### src/rtl/musicbox_pkg.sv
// Shared types and constants for the music-box playback path.
package musicbox_pkg;

  localparam int NOTE_W = 8;
  localparam int ADDR_W = 8;

  localparam logic [NOTE_W-1:0] NOTE_REST = 8'd0;

  localparam int SONG0_LEN_DEF = 196;
  localparam int SONG1_LEN_DEF = 243;

  typedef enum logic [2:0] {
    IDLE  = 3'd0,
    PRIME = 3'd1,
    PLAY  = 3'd2,
    PAUSE = 3'd3,
    DONE  = 3'd4
  } state_t;

  // Address of the final step of a song with the given length.
  function automatic logic [ADDR_W-1:0] last_addr(input int len);
    return ADDR_W'(len - 1);
  endfunction

endpackage

### src/rtl/song_sequencer_beat_counter.sv
// beat_counter: modulo-MODULUS up-counter with clear and hold.
// prefetch fires on the advance into MODULUS-2, wrap on the advance from
// MODULUS-1 back to 0. count_next exposes the value after this edge.
module beat_counter #(
  parameter int MODULUS = 4,
  parameter int W       = $clog2(MODULUS)
) (
  input  logic         clk,
  input  logic         rst,
  input  logic         clear,
  input  logic         hold,
  output logic [W-1:0] count_next,
  output logic         prefetch,
  output logic         wrap
);

  localparam logic [W-1:0] TC = W'(MODULUS - 1);
  localparam logic [W-1:0] PF = W'(MODULUS - 3);

  logic [W-1:0] count;
  logic         advance;

  // Next-count and edge flags; clear beats hold.
  always_comb begin
    advance  = !clear && !hold;
    wrap     = advance && (count == TC);
    prefetch = advance && (count == PF);
    if (clear)
      count_next = '0;
    else if (hold)
      count_next = count;
    else if (count == TC)
      count_next = '0;
    else
      count_next = count + W'(1);
  end

  // Count register.
  always_ff @(posedge clk or posedge rst) begin
    if (rst)
      count <= '0;
    else
      count <= count_next;
  end

endmodule

### src/rtl/song_sequencer.sv
// song_sequencer: play/pause/stop/loop control for the two song ROMs.
// Optional build macro MUSICBOX_GAP_EN mutes note_out for the final
// GAP_CYCLES of each step so repeated notes are heard separately.
//
// state | meaning
// IDLE  | stopped, outputs at rest
// PRIME | two-cycle ROM fill before the first note
// PLAY  | stepping through the song, one step per beat
// PAUSE | beat count and address frozen, output muted
// DONE  | non-looping song finished
module song_sequencer
  import musicbox_pkg::*;
#(
  parameter int CYCLES_PER_BEAT = 12_500_000,
  parameter int SONG0_LEN       = SONG0_LEN_DEF,
  parameter int SONG1_LEN       = SONG1_LEN_DEF,
  parameter int GAP_CYCLES      = 1_000_000
) (
  input  logic              clk,
  input  logic              rst,
  input  logic              play,
  input  logic              pause,
  input  logic              stop,
  input  logic              song_sel,
  input  logic              loop_en,
  input  logic [NOTE_W-1:0] rom_note,
  output logic [ADDR_W-1:0] rom_addr,
  output logic              rom_sel,
  output logic [NOTE_W-1:0] note_out,
  output logic              note_strobe,
  output logic              playing,
  output logic              paused,
  output logic              done
);

  localparam int BEAT_W = $clog2(CYCLES_PER_BEAT);
  localparam logic [ADDR_W-1:0] LAST0 = last_addr(SONG0_LEN);
  localparam logic [ADDR_W-1:0] LAST1 = last_addr(SONG1_LEN);
  localparam logic [BEAT_W-1:0] GAP_START = BEAT_W'(CYCLES_PER_BEAT - GAP_CYCLES);
`ifdef MUSICBOX_GAP_EN
  localparam bit GAP_EN = 1'b1;
`else
  localparam bit GAP_EN = 1'b0;
`endif

  state_t            state;
  logic              prime_ph;
  logic              end_pend;
  logic [NOTE_W-1:0] note_hold;
  logic [ADDR_W-1:0] last_step;
  logic              cnt_clear;
  logic              cnt_hold;
  logic [BEAT_W-1:0] beat_nx;
  logic              at_prefetch;
  logic              at_wrap;
  logic              gap_zone;

  // Counter control and per-song end address.
  always_comb begin
    last_step = rom_sel ? LAST1 : LAST0;
    cnt_clear = stop || !((state == PLAY) || (state == PAUSE));
    cnt_hold  = (state == PAUSE);
    gap_zone  = GAP_EN && (beat_nx >= GAP_START);
  end

  beat_counter #(
    .MODULUS (CYCLES_PER_BEAT),
    .W       (BEAT_W)
  ) u_beat (
    .clk        (clk),
    .rst        (rst),
    .clear      (cnt_clear),
    .hold       (cnt_hold),
    .count_next (beat_nx),
    .prefetch   (at_prefetch),
    .wrap       (at_wrap)
  );

  // Playback FSM with registered outputs; stop > play > pause.
  always_ff @(posedge clk or posedge rst) begin
    if (rst) begin
      state       <= IDLE;
      prime_ph    <= 1'b0;
      end_pend    <= 1'b0;
      rom_addr    <= '0;
      rom_sel     <= 1'b0;
      note_hold   <= NOTE_REST;
      note_out    <= NOTE_REST;
      note_strobe <= 1'b0;
      playing     <= 1'b0;
      paused      <= 1'b0;
      done        <= 1'b0;
    end else begin
      note_strobe <= 1'b0;
      if (stop) begin
        state     <= IDLE;
        prime_ph  <= 1'b0;
        end_pend  <= 1'b0;
        rom_addr  <= '0;
        note_hold <= NOTE_REST;
        note_out  <= NOTE_REST;
        playing   <= 1'b0;
        paused    <= 1'b0;
        done      <= 1'b0;
      end else begin
        case (state)
          IDLE, DONE: begin
            if (play) begin
              state    <= PRIME;
              rom_sel  <= song_sel;
              rom_addr <= '0;
              prime_ph <= 1'b0;
              end_pend <= 1'b0;
              note_out <= NOTE_REST;
              playing  <= 1'b1;
              done     <= 1'b0;
            end
          end
          PRIME: begin
            if (prime_ph) begin
              state       <= PLAY;
              note_hold   <= rom_note;
              note_out    <= rom_note;
              note_strobe <= 1'b1;
            end else begin
              prime_ph <= 1'b1;
            end
          end
          PLAY: begin
            // Address moves two cycles ahead of the wrap so the ROM output
            // is valid exactly when the new step starts.
            if (at_prefetch) begin
              if (rom_addr != last_step)
                rom_addr <= rom_addr + 8'd1;
              else if (loop_en)
                rom_addr <= '0;
              else
                end_pend <= 1'b1;
            end
            if (at_wrap && end_pend) begin
              state     <= DONE;
              note_hold <= NOTE_REST;
              note_out  <= NOTE_REST;
              playing   <= 1'b0;
              done      <= 1'b1;
            end else begin
              if (at_wrap) begin
                note_hold   <= rom_note;
                note_strobe <= 1'b1;
              end
              if (pause) begin
                state    <= PAUSE;
                note_out <= NOTE_REST;
                playing  <= 1'b0;
                paused   <= 1'b1;
              end else if (at_wrap) begin
                note_out <= gap_zone ? NOTE_REST : rom_note;
              end else begin
                note_out <= gap_zone ? NOTE_REST : note_hold;
              end
            end
          end
          PAUSE: begin
            if (play || pause) begin
              state    <= PLAY;
              note_out <= gap_zone ? NOTE_REST : note_hold;
              playing  <= 1'b1;
              paused   <= 1'b0;
            end
          end
          default: state <= IDLE;
        endcase
      end
    end
  end

endmodule
### config.mk
export PLATFORM = sky130hd
export DESIGN_NAME = song_sequencer
export DESIGN_NICKNAME = d
export VERILOG_FILES = /design/src/rtl/musicbox_pkg.sv /design/src/rtl/song_sequencer_beat_counter.sv /design/src/rtl/song_sequencer.sv
export SDC_FILE = /design/constraint.sdc
export NUM_CORES = 1
export LEC_CHECK = 0
export ABC_CLOCK_PERIOD_IN_PS = 8700
export CORE_UTILIZATION = 40
export CTS_CLUSTER_DIAMETER = 60
export DETAILED_ROUTE_END_ITERATION = 10
export PLACE_DENSITY = 0.59
export SLEW_MARGIN = 15
export SYNTH_ARGS = -nofsm -noshare
export SYNTH_HDL_FRONTEND = slang
export SYNTH_HIERARCHICAL = 1
export SYNTH_SLANG_ARGS = --single-unit
### constraint.sdc
create_clock -name clk -period 8.7 [get_ports clk]
set_input_delay 1.305 -clock clk [delete_from_list [all_inputs] [get_ports clk]]
set_output_delay 1.305 -clock clk [all_outputs]
set_load 0.05 [all_outputs]
# ---- Word level (Yosys, flattened, before mapping)
# Index checks and enable logic that the tools add are counted.
dict set report totals {
  regBits 58
  input_bits 15
  word_cells 116
  output_inout_bits 21
}
dict set report classes {
  n_mux 54
  n_bitwise 1
  n_eq_ne 19
  n_addsub 2
  n_reduce_logical 28
}
# operator count
set op_table {}
lappend op_table {{$mux 8} 13}
lappend op_table {{$mux 24} 3}
lappend op_table {{$eq 24x24->1 const B} 2}
lappend op_table {{$pmux 8 s2} 2}
lappend op_table {{$pmux 8 s4} 1}
lappend op_table {{$add 24x1->24 const B} 1}
lappend op_table {{$ne 3x3->1 const B} 8}
lappend op_table {{$mux 1} 21}
lappend op_table {{$reduce_and 4->1} 5}
lappend op_table {{$mux 3} 6}
lappend op_table {{$pmux 3 s4} 1}
lappend op_table {{$reduce_bool 3->1} 4}
lappend op_table {{$pmux 1 s2} 5}
lappend op_table {{$add 8x1->8 const B} 1}
lappend op_table {{$ne 4x3->1 const B} 2}
lappend op_table {{$ne 8x8->1} 1}
lappend op_table {{$eq 3x2->1 const B} 2}
lappend op_table {{$mux 6} 1}
lappend op_table {{$reduce_and 3->1} 2}
lappend op_table {{$reduce_and 5->1} 1}
lappend op_table {{$reduce_bool 5->1} 1}
lappend op_table {{$logic_and 1x1->1} 4}
lappend op_table {{$reduce_and 2->1} 2}
lappend op_table {{$reduce_bool 4->1} 1}
lappend op_table {{other kinds (10)} 14}

# ---- Depth between registers and ports, before layout
# Gate-level depths: netlist of run 1.
dict set report logic_depth {
  word_depth 12
  depth_mapped 11
  ltp_nobuf 8
}

# ---- Cells and area by module
# Netlist of run 1, hierarchy kept.
# module seq_area_each_um2 instances area_each_um2 cells_per_inst
set by_module_without_submodules {}
lappend by_module_without_submodules {song_sequencer 850.8 1 2142.1 242}
lappend by_module_without_submodules {beat_counter 600.6 1 1316.3 139}

# ---- Least setup slack after synthesis of run 1
# No wires, ideal clock.
dict set report synth_path {
  path_kind {in2reg}
  from {in stop}
  to {reg state[0]}
  required_ns 8.575
  stages 10
  setup_slack_ns 5.342
  path_buffers 2
  arrival_time_ns 3.234
  setup_time_ns 0.125
  cell_sequence {buf_4 > inv_1 > nand2_1 > nor4_1 > and2_1 > clkbuf_1 > nand2_1 > a21oi_1 > nor2_1 > mux2_2}
}
dict set report synth_via {
  elab_chain_len 8
  elab_cells_between_ends 13
  cone_classes {eq/ne: 4; mux: 3; reduce/logical: 6}
}
# item line_no
set synth_lines {}
lappend synth_lines {{from (decl)} song_sequencer.sv:23} ;# input logic stop,
lappend synth_lines {{$logic_or 1x1->1 *} song_sequencer.sv:61} ;# cnt_clear = stop || !((state == PLAY) || (state == PAUSE));
lappend synth_lines {{via cnt_clear} song_sequencer.sv:51} ;# logic cnt_clear;
lappend synth_lines {{$logic_not 1->1 *} song_sequencer_beat_counter.sv:25} ;# advance = !clear && !hold;
lappend synth_lines {{$logic_and 1x1->1 *} song_sequencer_beat_counter.sv:25}
lappend synth_lines {{$logic_and 1x1->1 *} song_sequencer_beat_counter.sv:26} ;# wrap = advance && (count == TC);
lappend synth_lines {{via at_wrap} song_sequencer.sv:55} ;# logic at_wrap;
lappend synth_lines {{$logic_and 1x1->1 *} song_sequencer.sv:140} ;# if (at_wrap && end_pend) begin
lappend synth_lines {{$mux 3} song_sequencer.sv:140}
lappend synth_lines {{$pmux 3 s4} song_sequencer.sv:106} ;# case (state)
lappend synth_lines {{$mux 3} song_sequencer.sv:95} ;# if (stop) begin
lappend synth_lines {{to (signal assigned)} song_sequencer.sv:96} ;# state <= IDLE;
lappend synth_lines {{to (signal assigned)} song_sequencer.sv:109} ;# state <= PRIME;
lappend synth_lines {{to (signal assigned)} song_sequencer.sv:141} ;# state <= DONE;
lappend synth_lines {{to (decl)} song_sequencer.sv:46} ;# state_t state;
# The timed path passes the listed nets; every way through them passes the cells marked *.
# A chain may end at the register's enable or synchronous reset.

# ---- Worst setup path in the final report of run 1
# Same ends and word-level chain as after synthesis.

==> results_dict.tcl, run 1 <==
set metrics [dict create \
    status "finished clean" \
    syn_inst 381 \
    grt_max_degree 35 \
    insertion_delay_ns 0.34 \
    crit_slowest_cell "and2_1" \
    dr.first_iter.drc_count 132 \
    synth_area_um2 3458 \
    port_buffers 35 \
    synthFlopType "dfrtp_1" \
    die-area_um2 9021 \
    hold_path_class "reg -> reg" \
    dp_hpwl_um 5622 \
    grt_pass1_vias 2880 \
    remaining_drc_errors 0 \
    critPathMaxStageDelay_ns 0.52 \
    cts_buffer_depth 2 \
    crit_buf_inv 3 \
    place.gp.congestion 0.8121 \
    fin_crit_ns 4.014 \
    cts_inserted_buffers 9 \
    async_flop_share_pct 100.0 \
    htreeDepth 3 \
    grt_overflow 0 \
    antenna_cells 0 \
    cts_setup_buffers 0 \
    ys_types 59 \
    setup_violations 0 \
    path_cells "clkdlybuf4s50_1 > buf_4 > inv_1 > nand2_1 > nor4_1 > and2_1 > a21oi_1 > a32oi_1 > o21ai_0 > mux2_2" \
    die_w_um 94.98 \
    synth.avg_cell_area_um2 9.077 \
    placedInstanceArea_um2 3882 \
    ys_seq_area_share_pct 41.97 \
    fin_skew_ns 0.01108 \
    cp_top_family "simple AND/OR/NAND/NOR gates" \
    final_cell_mix "dfrtp_1, nor2_1, clkdlybuf4s50_1" \
    clkSinkCount 58 \
    drive_gt1_share_pct 9.353 \
    final_area_um2 4086 \
    fmax_mhz 249.1 \
    leakagePower_nw 1.556 \
    slew_violations 0 \
    worstSetupPathType "in -> reg" \
    pin_count 36 \
    synth_edf_count 0 \
    hold_viol 0 \
    ant_nets 0 \
    cts_resized 0 \
    root_buffer "clkbuf_8" \
    nets 430 \
    routed_wl_um 8358 \
    final_common_cell "dfrtp_1" \
    critPathCaptureType "register" \
    dp.cells 506 \
    rsz0062_at_grt "no" \
    initial_core_util_pct 41.67 \
    dieHeight_um 94.98 \
    post_drt_via_cell_ratio 5.732 \
    ys_seq_elements 58 \
    crit_required_ns 8.92 \
    finalNonFillerCells 522 \
    postCtsHoldBufs 0 \
    cts_tree "built" \
    via_count 2992 \
    antenna_found_initial 0 \
    slew_headroom_pct 30.08 \
    power.density_nw_per_um2 195.5 \
    tns_ns 0 \
    drv_cap 0 \
    critPathLaunchType "input pin" \
    first_pass_iters 4 \
    core_area_um2 8299 \
    yosysWarnings 6 \
    grtUsageTotal_pct 20.20 \
    row_count 33 \
    worstPathArrival_ns 4.24 \
    synthesis.nets 399 \
    grt_pass1_wl_um 14180 \
    vdd_ir_drop_max_uv 126.2 \
    clkTransAtPathRegs_ns 0.07 \
    fin_crit_sh_pct 46.14 \
    path_max_fanout 26 \
    max_slew.worst_pin.slew_ns 1.037 \
    synthToLayoutAreaGrowth_pct 18.16 \
    wire_per_inst_um 16.01 \
]
state kept, by name, summed over array words and instances, names as in the netlist:
signal	count
done	1
state	3
paused	1
end_pend	1
rom_addr	8
note_hold	8
prime_ph	1
note_strobe	1
note_out	8
playing	1
u_beat/count	24
rom_sel	1
synthesized netlist by cell type (all sizes together), types with 8 or more instances:
| library cell | instances | area (um^2) |
|---|---|---|
| mux2i | 9 | 90.09 |
| o31ai | 10 | 75.07 |
| o21ai | 14 | 70.07 |
| inv | 23 | 86.33 |
| nand2 | 22 | 82.58 |
| o2bb2ai | 10 | 87.58 |
| a21oi | 25 | 128.9 |
| clkbuf | 13 | 48.80 |
| nor2 | 39 | 146.4 |
| nand3 | 23 | 115.1 |
| or4 | 10 | 82.58 |
| dfrtp | 58 | 1451 |
| nor3 | 8 | 40.04 |
layout make-up:
type / instances / area (um^2)
clock inverters: 5 / 52.55
multi-input cells: 280 / 1826
repair buffers: 40 / 387.9
inverters: 23 / 86.33
well taps: 105 / 131.4
fillers: 798 / 4213
flip-flops and latches: 58 / 1451
clock buffers: 11 / 151.4
per-stage QoR:
step / power [mW] / utilization [%] / setup slack [ns] / hold WS, ns
floorplan: 0.4810 / - / 5.342 / 0.4677
global placement: 0.5474 / 46.78 / 4.523 / 0.4731
finish: 0.7988 / 49.24 / 4.686 / 0.4897
global route: 0.8432 / 49.24 / 4.423 / 0.5086
CTS: 0.8081 / 49.24 / 4.757 / 0.4932
detailed placement: 0.5480 / 46.78 / 4.398 / 0.4731
worst reg2reg max path, delay by kind of cell, from the launching register on:
| kind | cells | cell delay [ns] |
|---|---|---|
| AO/OA/AOI/OAI | 3 | 0.95 |
| multiplexers | 1 | 0.37 |
| AND/OR/NAND/NOR | 4 | 1.24 |
| flip-flops | 1 | 0.97 |
cells by family (layout without fill, tap and decap cells):
logic type / count (synthesis) / count (layout) / synth area share, %
and+or+nand+nor: 149 / 149 / 23.55
AOI/OAI and AO/OA: 102 / 102 / 20.51
DFF: 58 / 58 / 41.97
buffers and inverters: 43 / 79 / 5.463
muxes: 16 / 16 / 4.884
xor gates and xnor gates: 10 / 10 / 2.533
adders and majority gates: 3 / 3 / 1.085
power by group:
group | leakage [nW] | switching, mW | total [mW] | internal, mW
clock network | 0.105 | 0.108 | 0.255 | 0.146
registers | 0.800 | 0.0391 | 0.330 | 0.291
logic | 0.651 | 0.129 | 0.214 | 0.0849
layer usage:
metal  wire (um)  global-route usage, %  vias to the layer above
met3         249                  5.233                        4
met2        4053                  32.25                       56
met5           0                      0                        -
met4          63                  6.061                        0
li1            -                      -                     1477
met1        3991                  26.78                     1455
path summary, 6_finish.rpt:
kind | startpoint | to | slack (ns) | cells after the start
min in group asynchronous | rst | rom_addr[0] | 1.40 | 3
worst min register to register | note_out[2] | note_out[2] | 0.49 | 1
worst min-delay path | note_out[2] | note_out[2] | 0.49 | 1
worst max register to register | state[1] | state[0] | 5.07 | 8
max in group asynchronous | rst | u_beat/count[3] | 6.63 | 2
worst max-delay path | stop | state[0] | 4.69 | 10
Note: power is estimated with default switching activity, not from simulation.
==> run 2: changes to the inputs <==
--- a/config.mk
+++ b/config.mk
@@ -5,7 +5,7 @@
 export SDC_FILE = /design/constraint.sdc
 export NUM_CORES = 1
 export LEC_CHECK = 0
-export ABC_CLOCK_PERIOD_IN_PS = 8700
+export ABC_CLOCK_PERIOD_IN_PS = 3900
 export CORE_UTILIZATION = 40
 export CTS_CLUSTER_DIAMETER = 60
 export DETAILED_ROUTE_END_ITERATION = 10
==> constraint.sdc (replaced) <==
create_clock -name clk -period 3.9 [get_ports clk]
set_input_delay 0.585 -clock clk [delete_from_list [all_inputs] [get_ports clk]]
set_output_delay 0.585 -clock clk [all_outputs]
set_load 0.05 [all_outputs]
==> results_dict.tcl, run 2 (synthesis results as in run 1) <==
set metrics [dict create \
    place.gp.congestion 0.7903 \
    dieHeight_um 94.98 \
    clkTransAtPathRegs_ns 0.06 \
    cts_buffer_depth 2 \
    slew_headroom_pct 38.24 \
    leakagePower_nw 1.548 \
    cts_inserted_buffers 9 \
    clkSinkCount 58 \
    fin_crit_ns 3.073 \
    tns_ns 0 \
    max_slew.worst_pin.slew_ns 0.9254 \
    first_pass_iters 5 \
    postCtsHoldBufs 0 \
    hold_viol 0 \
    die-area_um2 9021 \
    holdPathStages 1 \
    root_buffer "clkbuf_8" \
    crit_slowest_cell "and2_1" \
    post_drt_via_cell_ratio 5.948 \
    fmax_mhz 325.4 \
    worstSetupPathType "in -> reg" \
    critPathLaunchType "input pin" \
    dp_hpwl_um 5801 \
    grt_pass1_wl_um 14970 \
    power.density_nw_per_um2 415.9 \
    drv_cap 0 \
    rsz0062_at_grt "no" \
    worstPathArrival_ns 3.29 \
    fin_crit_sh_pct 78.79 \
    critPathMostFrequentCell "nand2_1" \
    antenna_cells 0 \
    finalPower_mw 1.691 \
    htreeDepth 3 \
    path_max_fanout 14 \
    vdd_ir_drop_max_uv 227.2 \
    core_area_um2 8299 \
    largest_reg_flops 24 \
    cts_resized 0 \
    port_buffers 35 \
    final_cell_mix "dfrtp_1, nor2_1, clkdlybuf4s50_1" \
    remaining_drc_errors 0 \
    hp-start "note_out[0]" \
    slew_violations 0 \
    critPathCaptureType "register" \
    via_count 3117 \
    dr.first_iter.drc_count 139 \
    critPathMaxStageDelay_ns 0.53 \
    grtUsageTotal_pct 21.54 \
    wire_per_inst_um 16.66 \
    nets 434 \
    r2r-end "state[0]" \
    grt_pass1_vias 3105 \
    nFillCells 791 \
    cts_setup_buffers 0 \
    die_w_um 94.98 \
    row_count 33 \
    hold_path_class "reg -> reg" \
    synthToLayoutAreaGrowth_pct 17.55 \
    initial_core_util_pct 41.67 \
    rrSetupSlack_ns 0.95 \
    multi_input_area_um2 1826 \
    cts_tree "built" \
    insertion_delay_ns 0.34 \
    final_common_cell "dfrtp_1" \
    pin_count 36 \
    finalNonFillerCells 524 \
    largest_register "u_beat/count" \
    drive_gt1_share_pct 8.831 \
    routed_wl_um 8729 \
    crit-reg2reg-launch "state[2]" \
    antenna_found_initial 0 \
    layout_setup_ws_ns 0.8272 \
    r2r_cells 9 \
    preCtsSetupSlack_ns 0.4941 \
    status "finished clean" \
    hold_end "note_out[0]" \
    crit_required_ns 4.12 \
    fin_skew_ns 0.009290 \
    dp.cells 510 \
    setup_violations 0 \
    grt_overflow 0 \
    path_cells "clkdlybuf4s50_1 > inv_1 > nand2_1 > nor4_1 > and2_1 > nand2_1 > a21oi_1 > nor2_1 > mux2_2" \
    grt_max_degree 35 \
    ant_nets 0 \
    seqCellArea_um2 1451 \
]
-- run 2: layout make-up --
cell class | instances | share of cell area, %
Clock buffer | 14 | 3.755
Inverter | 23 | 2.124
Multi-Input combinational cell | 280 | 44.91
Sequential cell | 58 | 35.70
Tap cell | 105 | 3.232
Timing Repair Buffer | 44 | 10.28
-- run 2: stage by stage --
step           utilization (%)  cell area (um^2)  hold slack, ns
2_1_floorplan                -              3458          0.4677
3_3_place_gp             47.14              3913          0.4727
3_5_place_dp             47.14              3913          0.4783
4_1_cts                  48.98              4065          0.4915
5_1_grt                  48.98              4065          0.5089
6_report                 48.98              4065          0.4851
-- run 2: power by group --
| part | switching, mW | internal (mW) |
|---|---|---|
| clock network | 0.220 | 0.242 |
| registers | 0.0457 | 0.651 |
| logic | 0.335 | 0.198 |
-- run 2: worst max-delay path by stage --
stage	from	slack, ns	to	depth (start not counted)
6_report	stop	0.83	state[0]	9
5_1_grt	stop	0.61	state[0]	9
4_1_cts	stop	0.88	state[0]	9
3_5_place_dp	stop	0.49	state[0]	9
3_3_place_gp	stop	0.54	state[0]	9
2_1_floorplan	state[1]	1.16	state[0]	9
-- run 2: critical path, delay by kind of cell --
family	cells	cell delay, ns
AOI/OAI and AO/OA	1	0.24
buffers and inverters	2	0.65
muxes	1	0.27
and+or+nand+nor	5	1.54
-- run 2: per-layer routing --
| layer | GRT usage (%) | part of all wire [%] |
|---|---|---|
| met1 | 28.36 | 47 |
| met5 | 0 | 0 |
| met4 | 7.449 | 1.2 |
| met3 | 6.119 | 4.8 |
| met2 | 33.75 | 47 |
